[config.mk]
export PLATFORM = sky130hd
export DESIGN_NAME = alu_arbiter
export DESIGN_NICKNAME = d
export VERILOG_FILES = /design/src/rtl/alu_arbiter.sv
export SDC_FILE = /design/constraint.sdc
export NUM_CORES = 1
export LEC_CHECK = 0
export CAP_MARGIN = 20
export CORE_MARGIN = 3
export CORE_UTILIZATION = 39
export DETAILED_ROUTE_END_ITERATION = 10
export PLACE_DENSITY = 0.94
export SYNTH_ARGS = -nofsm -noshare
export SYNTH_HDL_FRONTEND = slang
export SYNTH_SLANG_ARGS = --single-unit
[constraint.sdc]
create_clock -name clk -period 2.4 [get_ports clk]
set_input_delay 0.48 -clock clk [delete_from_list [all_inputs] [get_ports clk]]
set_output_delay 0.48 -clock clk [all_outputs]
set_load 0.01 [all_outputs]
[src/rtl/alu_arbiter.sv]
// Two-requester arbiter in front of one registered 8-bit ALU.
// Routes each result back to its issuer; counts grants per requester.
module alu_arbiter #(
    parameter bit RR_EN = 1'b1,
    parameter int CNT_W = 16
) (
    input  logic             clk,
    input  logic             rst,
    input  logic             req0_valid,
    input  logic [7:0]       req0_a,
    input  logic [7:0]       req0_b,
    input  logic [2:0]       req0_op,
    output logic             req0_ready,
    output logic             rsp0_valid,
    output logic [7:0]       rsp0_result,
    output logic             rsp0_zero,
    input  logic             req1_valid,
    input  logic [7:0]       req1_a,
    input  logic [7:0]       req1_b,
    input  logic [2:0]       req1_op,
    output logic             req1_ready,
    output logic             rsp1_valid,
    output logic [7:0]       rsp1_result,
    output logic             rsp1_zero,
    output logic [7:0]       alu_a,
    output logic [7:0]       alu_b,
    output logic [2:0]       alu_op,
    input  logic [7:0]       alu_result,
    input  logic             alu_zero,
    output logic [CNT_W-1:0] gnt_cnt0,
    output logic [CNT_W-1:0] gnt_cnt1
);

    localparam logic [CNT_W-1:0] CNT_ONE = {{(CNT_W-1){1'b0}}, 1'b1};
    localparam logic [CNT_W-1:0] CNT_MAX = {CNT_W{1'b1}};

    logic gnt0;
    logic gnt1;
    logic gnt_any;
    logic last_gnt;
    logic iss_v_q;
    logic iss_id_q;
    logic [CNT_W-1:0] cnt0_q;
    logic [CNT_W-1:0] cnt1_q;

    // Grant decision; nothing is granted while reset is held
    always_comb begin
        gnt0 = 1'b0;
        gnt1 = 1'b0;
        if (!rst) begin
            case ({req1_valid, req0_valid})
                2'b01:   gnt0 = 1'b1;
                2'b10:   gnt1 = 1'b1;
                2'b11: begin
                    if (RR_EN && !last_gnt) gnt1 = 1'b1;
                    else                    gnt0 = 1'b1;
                end
                default: ;
            endcase
        end
    end

    assign gnt_any    = gnt0 | gnt1;
    assign req0_ready = gnt0;
    assign req1_ready = gnt1;

    // Steer the winner's operands to the ALU; idle drives the zero op
    always_comb begin
        alu_a  = 8'd0;
        alu_b  = 8'd0;
        alu_op = 3'd7;
        if (gnt0) begin
            alu_a  = req0_a;
            alu_b  = req0_b;
            alu_op = req0_op;
        end else if (gnt1) begin
            alu_a  = req1_a;
            alu_b  = req1_b;
            alu_op = req1_op;
        end
    end

    // Remember the previous winner; reset to 1 so req0 wins first
    always_ff @(posedge clk) begin
        if (rst)          last_gnt <= 1'b1;
        else if (gnt_any) last_gnt <= gnt1;
    end

    // Track which requester owns the ALU result next cycle
    always_ff @(posedge clk) begin
        if (rst) begin
            iss_v_q  <= 1'b0;
            iss_id_q <= 1'b0;
        end else begin
            iss_v_q  <= gnt_any;
            iss_id_q <= gnt1;
        end
    end

    // Saturating completed-handshake counters
    always_ff @(posedge clk) begin
        if (rst) begin
            cnt0_q <= '0;
            cnt1_q <= '0;
        end else begin
            if (req0_valid && gnt0 && cnt0_q != CNT_MAX)
                cnt0_q <= cnt0_q + CNT_ONE;
            if (req1_valid && gnt1 && cnt1_q != CNT_MAX)
                cnt1_q <= cnt1_q + CNT_ONE;
        end
    end

    assign gnt_cnt0 = cnt0_q;
    assign gnt_cnt1 = cnt1_q;

    assign rsp0_valid  = iss_v_q & ~iss_id_q;
    assign rsp1_valid  = iss_v_q & iss_id_q;
    assign rsp0_result = rsp0_valid ? alu_result : 8'd0;
    assign rsp1_result = rsp1_valid ? alu_result : 8'd0;
    assign rsp0_zero   = rsp0_valid & alu_zero;
    assign rsp1_zero   = rsp1_valid & alu_zero;

endmodule

==> metrics.txt <==
cell-internal power around 1.0 mW; largest net degree at the start of global routing 18; initial antenna violation count 0; via/cell ratio between 5 and 6; post-synthesis sequential area ratio 0.3211; leading post-synthesis cells by cell area dfxtp_1 32%, a22o_1 6.4%, mux2i_1 4.1%; H-tree depth 2; type of origin of the critical path primary input; Post-CTS Hold Fix Bufs 0; CTS Buf Count 5; Clock Pin Slew Worst Setup and Hold Paths 0.07 ns; worst endpoint required time 1.92 ns; final slew viol count 0; outcome complete, no violations; Synth Register Bits 35; Fin. Hold Viols 0; CP max stage delay 0.54 ns; layout cells sized above 1 0.1228; most common cell in the netlist dfxtp_1; CTS tree done; clock network fraction of design power 0.345; post-CTS setup buffers 0; clock sink count 35; post-synthesis async set-or-reset flop share 0; crit path cell chain dlygate4sd2_1 > nor2b_1 > nand2_2 > clkinv_2 > buf_12 > clkdlybuf4s50_1; count of routing violations after the opening detailed-route iteration 89; Main synth FF type dfxtp_1; number of cell rows 26; Final #Nets about 450; WL/cell around 17 um; top cell type's share of synthesized area 0.3211; Core ar. 0.005270 mm2; syn avg cell area 8.491 um2; chip height about 81 um; switching part of the total 0.2504; post-DP HPWL 6152 um; syn nets 310; RSZ-0062 raised after global routing no; Final Wtd Congestion around 0.83; min Tclk post-route ~2.3 ns; global-route wire length before repair between 10,000 and 15,000 um; post-synthesis instance area around 0.0022 mm2; vias ~2,600; Seq pwr share 0.433; Fin Hold WS roughly 0.5 ns; die area around 0.0065 mm2; clock root cell clkbuf_8; Yosys Warn Count 0; DRT Pass-1 Iters 5; Netlist cell types between 40 and 50; fin cells roughly 470; WP data arrival about 1.8 ns; vias in the first global route about 2,400; Synth top cells by count 35 x dfxtp_1, 23 x nand2_1, 16 x a22o_1, 14 x nor2_1, 13 x and3_1; Synth area leader dfxtp_1; LEAKAGE 1.478 nW; number of synthesized flops with an enable pin 0; PwrDens ~370 mW/mm2; worst-skew pair later-pin latency just under 0.3 ns; hold crit path type flop to flop; Setup Skew ~0.0054 ns; Mapped Cells approximately 260; WS Path Type primary input to output pin; R2R setup slack 0.39 ns; Layout area overhead 70.76%; max-cap violations 0; maximum clock rate 0.4355 GHz; final global-route overflow total 0; Post-Place Cells around 460; slew of the pin with the lowest slew margin 0.4764 ns; final setup vio count 0; period utilization 0.9568; Core Util, Final 0.7070; Global Route Usage Sum 0.2327; Die Wd between 80 and 90 um; IO Port Bufs roughly 120; Post-DRT Antenna Nets 0; Clock Path Buffers 2; CP max stage cell clkdlybuf4s50_1; crit end category output pin; Top-Level Pins around 120; CP max FO 17; WL final 7816 um; Max VDD drop 0.0003909 V; combinational power share 0.222; Antenna diodes 0; Net Switching about 0.35 mW; Starting Density 0.4141; Slew HR 0.6795; DRC violations left 0
repair_timing:
action / in CTS / in global routing
pin swaps: 0 / 0
endpoints found under the setup margin: 21 / 9
gates resized for setup: 29 / 1
path summary, 6_finish.rpt:
path                               end                 startpoint  cells after the start
min reg2reg  gnt_cnt1[15]$_SDFFE_PP0P_  gnt_cnt1[15]$_SDFFE_PP0P_                      2
min          gnt_cnt1[15]$_SDFFE_PP0P_  gnt_cnt1[15]$_SDFFE_PP0P_                      2
max reg2reg  gnt_cnt0[12]$_SDFFE_PP0P_   gnt_cnt0[0]$_SDFFE_PP0P_                      5
max                         req1_ready                        rst                      6
layout by cell type, fill, tap and decap left out, types with 5 or more instances in the layout:
cell type	synthesis	layout
dfxtp_1	35	35
nand4_1	7	7
nor2_1	14	14
nand3_1	10	10
clkdlybuf4s50_1	0	100
and3_1	13	13
buf_4	0	21
mux2_2	5	5
a22o_1	16	16
nand2_1	23	21
and2_1	12	12
mux2i_1	9	9
nor3_1	8	8
clkbuf_8	0	7
dlygate4sd2_1	0	23
inv_1	6	5
o21ai_0	6	6
nor4_1	8	8
nor2b_1	9	7
power by group through the flow:
stage,sequential (mW),combinational (mW),clock (mW)
after detailed placement,0.616,0.324,0
after floorplan,0.615,0.106,0
after global routing,0.604,0.329,0.510
after global placement,0.614,0.317,0
after CTS,0.602,0.310,0.492
final,0.603,0.309,0.480
worst max-delay path: cells and delay by family:
kind,cells,cell delay [ns]
buffers and inverters,4,1.04
AND/OR/NAND/NOR,2,0.28
registers in the layout, summed over array words and instances (netlist names):
signal,flops
iss_id_q,1
iss_v_q,1
gnt_cnt0,16
last_gnt,1
gnt_cnt1,16
kinds of logic after synthesis:
kind of cell               after synthesis  synth area share
DFF                                     35            0.3211
AOI/OAI and AO/OA                       59            0.2185
and+or+nand+nor                        123            0.3222
adders and majority gates                2           0.01147
muxes                                   17           0.08257
buffers and inverters                   21           0.04415
final cells by class:
| class | count | area, um2 |
|---|---|---|
| Clock buffer | 8 | 100.1 |
| Tap cell | 70 | 87.58 |
| Timing Repair Buffer | 147 | 1411 |
| Fill cell | 402 | 1544 |
| Inverter | 8 | 31.28 |
| Multi-Input combinational cell | 201 | 1395 |
| Sequential cell | 35 | 700.7 |
metal layers:
layer | vias up | wire length, um | GRT usage
met5 | - | 0 | 0
li1 | 1273 | - | -
met4 | 0 | 146 | 0.07770
met2 | 128 | 3953 | 0.4327
met1 | 1206 | 2909 | 0.2437
met3 | 13 | 806 | 0.07761
through the flow:
| step | cell area, um2 | TNS (ns) | setup WS [ns] | power (mW) |
|---|---|---|---|---|
| after floorplan | 2182 | 0 | 0.3395 | 0.7214 |
| after global placement | 3640 | -6.353 | -0.2694 | 0.9308 |
| after detailed placement | 3640 | -7.418 | -0.3073 | 0.9398 |
| after CTS | 3724 | 0 | 0.008044 | 1.404 |
| after global routing | 3726 | 0 | 0.03500 | 1.443 |
| final | 3726 | 0 | 0.1037 | 1.392 |
(Power assumes the default switching activity.)
